### src/rtl/ctl_pause_arbiter.sv
// Pause arbiter: debounced local switches, game requests and the remote link merged into one registered pause.
// Optional define CTL_PAUSE_CAUSE_EN adds pause_cause, the request vector captured on entry to pause.
module ctl_pause_arbiter #(
  parameter int              N_SW          = 2,
  parameter int              N_GAME        = 1,
  parameter int              DB_CYCLES     = 65536,
  parameter logic [N_SW-1:0] MODE_TOGGLE   = '0,
  parameter int              RESUME_CYCLES = 0
) (
  input  logic              clk,
  input  logic              rst,
  input  logic [N_SW-1:0]   sw_pause_raw,
  input  logic [N_GAME-1:0] game_pause,
  input  logic              player2_pause,
  output logic              player1_pause,
  output logic              pause,
  output logic              resuming
`ifdef CTL_PAUSE_CAUSE_EN
  ,
  output logic [N_SW+N_GAME:0] pause_cause
`endif
);

  localparam int DBW = $clog2(DB_CYCLES + 1);
  localparam int RCW = (RESUME_CYCLES > 1) ? $clog2(RESUME_CYCLES) : 1;

  typedef enum logic [1:0] {
    ST_RUN      = 2'd0,
    ST_PAUSED   = 2'd1,
    ST_RESUMING = 2'd2
  } state_t;

  logic [N_SW-1:0] sync1, sync2, db, lat;
  logic [N_SW-1:0] db_nxt, lat_nxt;
  logic [DBW-1:0]  db_cnt     [N_SW];
  logic [DBW-1:0]  db_cnt_nxt [N_SW];
  logic            rq;

  state_t          state_q, state_d;
  logic [RCW-1:0]  cnt_q, cnt_d;
  logic [N_SW+N_GAME:0] req_vec;
  logic            req;

  // Debounce and latch next-state for every switch channel.
  always_comb begin
    db_nxt  = db;
    lat_nxt = lat;
    for (int i = 0; i < N_SW; i++) begin
      db_cnt_nxt[i] = '0;
      if (sync2[i] != db[i]) begin
        if (db_cnt[i] == DBW'(DB_CYCLES - 1)) begin
          db_nxt[i] = sync2[i];
        end else begin
          db_cnt_nxt[i] = db_cnt[i] + 1'b1;
        end
      end
      if (MODE_TOGGLE[i]) begin
        if (db_nxt[i] && !db[i]) begin
          lat_nxt[i] = ~lat[i];
        end
      end else begin
        lat_nxt[i] = db_nxt[i];
      end
    end
  end

  // player1_pause is taken from lat_nxt so it is the registered copy of |lat.
  always_ff @(posedge clk) begin
    if (rst) begin
      sync1         <= '0;
      sync2         <= '0;
      db            <= '0;
      lat           <= '0;
      rq            <= 1'b0;
      player1_pause <= 1'b0;
      for (int i = 0; i < N_SW; i++) begin
        db_cnt[i] <= '0;
      end
    end else begin
      sync1         <= sw_pause_raw;
      sync2         <= sync1;
      db            <= db_nxt;
      lat           <= lat_nxt;
      rq            <= player2_pause;
      player1_pause <= |lat_nxt;
      for (int i = 0; i < N_SW; i++) begin
        db_cnt[i] <= db_cnt_nxt[i];
      end
    end
  end

  assign req_vec = {rq, game_pause, lat};
  assign req     = |req_vec;

  always_comb begin
    state_d = state_q;
    cnt_d   = cnt_q;
    unique case (state_q)
      ST_RUN: begin
        if (req) state_d = ST_PAUSED;
      end
      ST_PAUSED: begin
        if (!req) begin
          if (RESUME_CYCLES == 0) begin
            state_d = ST_RUN;
          end else begin
            state_d = ST_RESUMING;
            cnt_d   = RCW'((RESUME_CYCLES > 0) ? RESUME_CYCLES - 1 : 0);
          end
        end
      end
      ST_RESUMING: begin
        if (req) begin
          state_d = ST_PAUSED;
        end else if (cnt_q == '0) begin
          state_d = ST_RUN;
        end else begin
          cnt_d = cnt_q - 1'b1;
        end
      end
      default: state_d = ST_RUN;
    endcase
  end

  // Outputs are registered from state_d so they change on the same edge as the state.
  always_ff @(posedge clk) begin
    if (rst) begin
      state_q  <= ST_RUN;
      cnt_q    <= '0;
      pause    <= 1'b0;
      resuming <= 1'b0;
    end else begin
      state_q  <= state_d;
      cnt_q    <= cnt_d;
      pause    <= (state_d != ST_RUN);
      resuming <= (state_d == ST_RESUMING);
    end
  end

`ifdef CTL_PAUSE_CAUSE_EN
  always_ff @(posedge clk) begin
    if (rst) begin
      pause_cause <= '0;
    end else if (state_q == ST_RUN && state_d == ST_PAUSED) begin
      pause_cause <= req_vec;
    end
  end
`endif

endmodule
### config.mk
export PLATFORM = sky130hd
export DESIGN_NAME = ctl_pause_arbiter
export DESIGN_NICKNAME = d
export VERILOG_FILES = /design/src/rtl/ctl_pause_arbiter.sv
export SDC_FILE = /design/constraint.sdc
export NUM_CORES = 1
export LEC_CHECK = 0
export ABC_AREA = 1
export BUFFER_PORTS_ARGS = -buffer_cell sky130_fd_sc_hd__buf_2
export CAP_MARGIN = 20
export CORE_ASPECT_RATIO = 0.9
export CORE_MARGIN = 8
export CORE_UTILIZATION = 50
export CTS_BUF_LIST = sky130_fd_sc_hd__clkbuf_8 sky130_fd_sc_hd__clkbuf_16
export DETAILED_ROUTE_END_ITERATION = 6
export PLACE_DENSITY = 0.73
export SYNTH_ARGS = -nofsm -noshare
export SYNTH_HDL_FRONTEND = slang
export SYNTH_SLANG_ARGS = --single-unit
export TNS_END_PERCENT = 1
### constraint.sdc
create_clock -name clk -period 5.4 [get_ports clk]
set_input_delay 0.27 -clock clk [delete_from_list [all_inputs] [get_ports clk]]
set_output_delay 0.27 -clock clk [all_outputs]
set_load 0.01 [all_outputs]
==> flow_summary.ini <==
[outcome]
outcome = complete, no violations

[critical_path]
setup.worst_path.start = db_cnt[0][0]
cp_data_arrival_time_ps = 2520
rr_worst_depth = 11
timing.rr.end = db_cnt[0][2]
critPathCapture = db_cnt[0][2]
worstPathRequired_ps = 5610
worst-r2r-setup-slack_ps = 3090
worst-path-max-fanout = 11
critical_path_class = reg2reg
worst_r2r_startpoint = db_cnt[0][0]
worst_setup_path_start_kind = register
endpoint_kind = register

[clock_tree]
clk_pin_slew_ps = 90
tritoncts = built
h-tree-depth = 2
max-clock-path-buffers = 2
root_buffer_cell = sky130_fd_sc_hd__clkbuf_8
ctsHoldBuffers = 0
post_cts_gate_resize_count = 0
post_cts_buffers = 0
cts_inserted_buffers = 5
clock_latency_at_the_later_pin_of_the_worst_skew_pair_ps = 290
numClockSinks = 46

[floorplan]
floorplan.core_area_mm2 = 0.00399
fp.dieArea_mm2 = 0.00633
die_h_um = 76.3
ios = 9
core.rowCount = 22
floorplan.die.width_um = 83.0
initial_standard_cell_utilization_of_the_core_pct = 50.6

[pwr]
p_int_w = 0.000483
pwr_density_cell_mw_per_mm2 = 270
switching_share_pct = 19.4
clkPwrFrac_pct = 40.3
power_frac_comb_pct = 2.1
static-leakage-power_nw = 0.785
sequential_group_share_of_total_power_pct = 57.6
power_switching_w = 0.000116
vdd_drop_max_v = 0.000202

[drt]
detail_route.wirelength_um = 3410
routed_wire_length_per_instance_um = 10.2
remaining_drc_errors = 0
final_antenna_net_count = 0
drtIter0Drc = 104
firstDrtPassIters = 6
via_count = 1636
drt-vias-per-instance = 4.87

[cells_and_area]
nets = 297
syn2layout_area_growth_pct = 9.85
multi_input_logic_area_um2 = 942
utilization_pct = 55.6
postLayoutCellArea_mm2 = 0.00222
layout-drive-gt1-share_pct = 13.5
antenna_cells_inserted = 0
regArea_um2 = 921
fillCellCount = 356

[global_routing]
track_usage_pct = 11.0
gr-usage-met1_pct = 13.8
grt.met2_usage_pct = 17.1
overflow = 0
number_of_antenna_violations_at_the_first_check_in_global_routing = 0
most_crowded_layer_gr = met2
grt_pass1_vias = 1458
grt.met3_usage_pct = 3.42
largest_net_degree_at_the_start_of_global_routing = 14
global_route_wire_length_before_repair_um = 6090

[hold_path]
worstHoldPathType = in2reg

[timing]
finalWorstPathRequiredPeriod_ps = 2310
max_freq_ghz = 0.434
share_of_the_clock_period_used_by_the_worst_path_pct = 42.7
worst_slew_pin_slew_ps = 615
final_max_slew_viol_count = 0
max-slew-margin-rel_pct = 58.9
finalSetupTns_ps = 0
grt_setup_unrepaired = no
timing_hold_violations_final = 0
final-setup-viol-count = 0
worst_clock_skew_ps = 8.51

[placed_design]
gp_congestion = 0.806
detailedPlacementHpwl_um = 2530
place_area_mm2 = 0.00211
place.port_buffers = 8

[synth]
synthesis.yosys.warnings = 0
yosys.area_share.xor_xnor_pct = 0.867
synth.area.top_cells = sky130_fd_sc_hd__dfxtp_1, sky130_fd_sc_hd__nor2_1, sky130_fd_sc_hd__nand2_1
yosys.cell_types.count = 30
yosys.area_share.adder_pct = 2.48
synth_area_leader_cell = sky130_fd_sc_hd__dfxtp_1
postSynth.topFlopCell = sky130_fd_sc_hd__dfxtp_1
synthCells = 273
synth.yosys.seq_area_share_pct = 45.6
synth_area_mm2 = 0.00202
synth_compound_gate_area_share_pct = 9.16
ys_ff_latch = 46
synthMuxAreaShare_pct = 0.991
synth_edf_count = 0
yosys.area_share.simple_pct = 32.8
async_reset_ff_share_pct = 0
syn_avg_cell_area_um2 = 7.40
synth_top_cell_area_share_pct = 45.6
largest_family_of_logic_cells_by_synthesized_area = simple AND/OR/NAND/NOR gates

[flow_run]
max_cap_viol_count = 0
[stage by stage]
step                power (W)  hold WS, ps  setup WS, ps  std cells
finish               0.000599          180          3090        336
global route         0.000621          166          2850        336
CTS                  0.000606          173          3070        336
detailed placement   0.000366          405          3100        328
global placement     0.000365          390          3190        328
floorplan            0.000361          377          3670        274
[per-layer routing]
layer	up-vias	wire [µm]
li1	882	-
met1	720	1730
met2	29	1460
met3	5	176
met4	0	44
met5	-	0
[final cells by class]
cell class                      instances  share of cell area (%)
Clock buffer                            5                    3.10
Clock inverter                          3                    1.69
Inverter                               40                    6.76
Multi-Input combinational cell        186                    42.4
Sequential cell                        46                    41.5
Tap cell                               48                    2.71
Timing Repair Buffer                    8                    1.80
[cell usage after synthesis (all sizes together) (2+ instances only)]
library cell	count
a21oi	15
dfxtp	46
nor3	3
nor3b	2
nor2	67
nand4	4
nand3	15
ha	4
o21ai	14
a221oi	2
inv	39
mux2i	2
nand2	52
[sequential cells by signal, indices dropped and copies added, names as in the netlist]
register       cells
resuming           1
player1_pause      1
pause              1
sync2              2
lat                2
rq                 1
state_q            2
sync1              2
db_cnt            34
[critical path, stage by stage, from the launching register on]
cell	delay, ps
sky130_fd_sc_hd__dfxtp_1	350
sky130_fd_sc_hd__ha_1	240
sky130_fd_sc_hd__nand2_1	80
sky130_fd_sc_hd__nor2_1	50
sky130_fd_sc_hd__nand3_1	140
sky130_fd_sc_hd__nor2_1	60
sky130_fd_sc_hd__ha_1	200
sky130_fd_sc_hd__nor2_1	100
sky130_fd_sc_hd__nand2_1	50
sky130_fd_sc_hd__nor2_1	470
sky130_fd_sc_hd__inv_1	260
sky130_fd_sc_hd__nor3b_1	230
[kinds of logic (layout without fill, tap and decap cells)]
kind of cell             after synthesis  count (layout)
XOR/XNOR                               2               2
buffers and inverters                 42              56
AO/OA/AOI/OAI                         33              33
adder cells (fa/ha/maj)                4               4
multiplexers                           2               2
AND/OR/NAND/NOR                      143             143
flip-flops                            46              46
other                                  1               2
[how the worst min path moves through the flow]
| stage | from | endpoint | slack, ps | cells past startpoint |
|---|---|---|---|---|
| 2_1_floorplan | player2_pause | rq | 380 | 2 |
| 3_3_place_gp | sync1[1] | sync2[1] | 390 | 2 |
| 3_5_place_dp | sync1[0] | sync2[0] | 400 | 2 |
| 4_1_cts | player2_pause | rq | 170 | 3 |
| 5_1_grt | sw_pause_raw[1] | sync1[1] | 170 | 3 |
| 6_report | sw_pause_raw[1] | sync1[1] | 180 | 3 |
[cell usage in the layout, fill, tap and decap left out, types with 2 or more instances in the layout]
| master | count |
|---|---|
| sky130_fd_sc_hd__nand2_2 | 6 |
| sky130_fd_sc_hd__inv_2 | 3 |
| sky130_fd_sc_hd__nand3_2 | 4 |
| sky130_fd_sc_hd__conb_1 | 2 |
| sky130_fd_sc_hd__ha_1 | 4 |
| sky130_fd_sc_hd__o21ai_1 | 8 |
| sky130_fd_sc_hd__a221oi_1 | 2 |
| sky130_fd_sc_hd__nor2_2 | 4 |
| sky130_fd_sc_hd__mux2i_1 | 2 |
| sky130_fd_sc_hd__nand3_1 | 11 |
| sky130_fd_sc_hd__nor3_1 | 2 |
| sky130_fd_sc_hd__buf_2 | 8 |
| sky130_fd_sc_hd__inv_1 | 38 |
| sky130_fd_sc_hd__o21ai_0 | 6 |
| sky130_fd_sc_hd__a21oi_1 | 14 |
| sky130_fd_sc_hd__nor2_1 | 59 |
| sky130_fd_sc_hd__nand2_1 | 46 |
| sky130_fd_sc_hd__clkbuf_8 | 5 |
| sky130_fd_sc_hd__nand4_1 | 4 |
| sky130_fd_sc_hd__dfxtp_1 | 46 |
| sky130_fd_sc_hd__nor2_4 | 4 |
[power groups by stage]
stage	combinational (W)	sequential (W)	clock [W]
6_report	0.0000127	0.000345	0.000241
3_3_place_gp	0.0000126	0.000353	0
5_1_grt	0.0000146	0.000345	0.000261
2_1_floorplan	0.00000814	0.000353	0
3_5_place_dp	0.0000129	0.000353	0
4_1_cts	0.0000130	0.000345	0.000248
No activity file was read; power rests on OpenSTA's default activity.
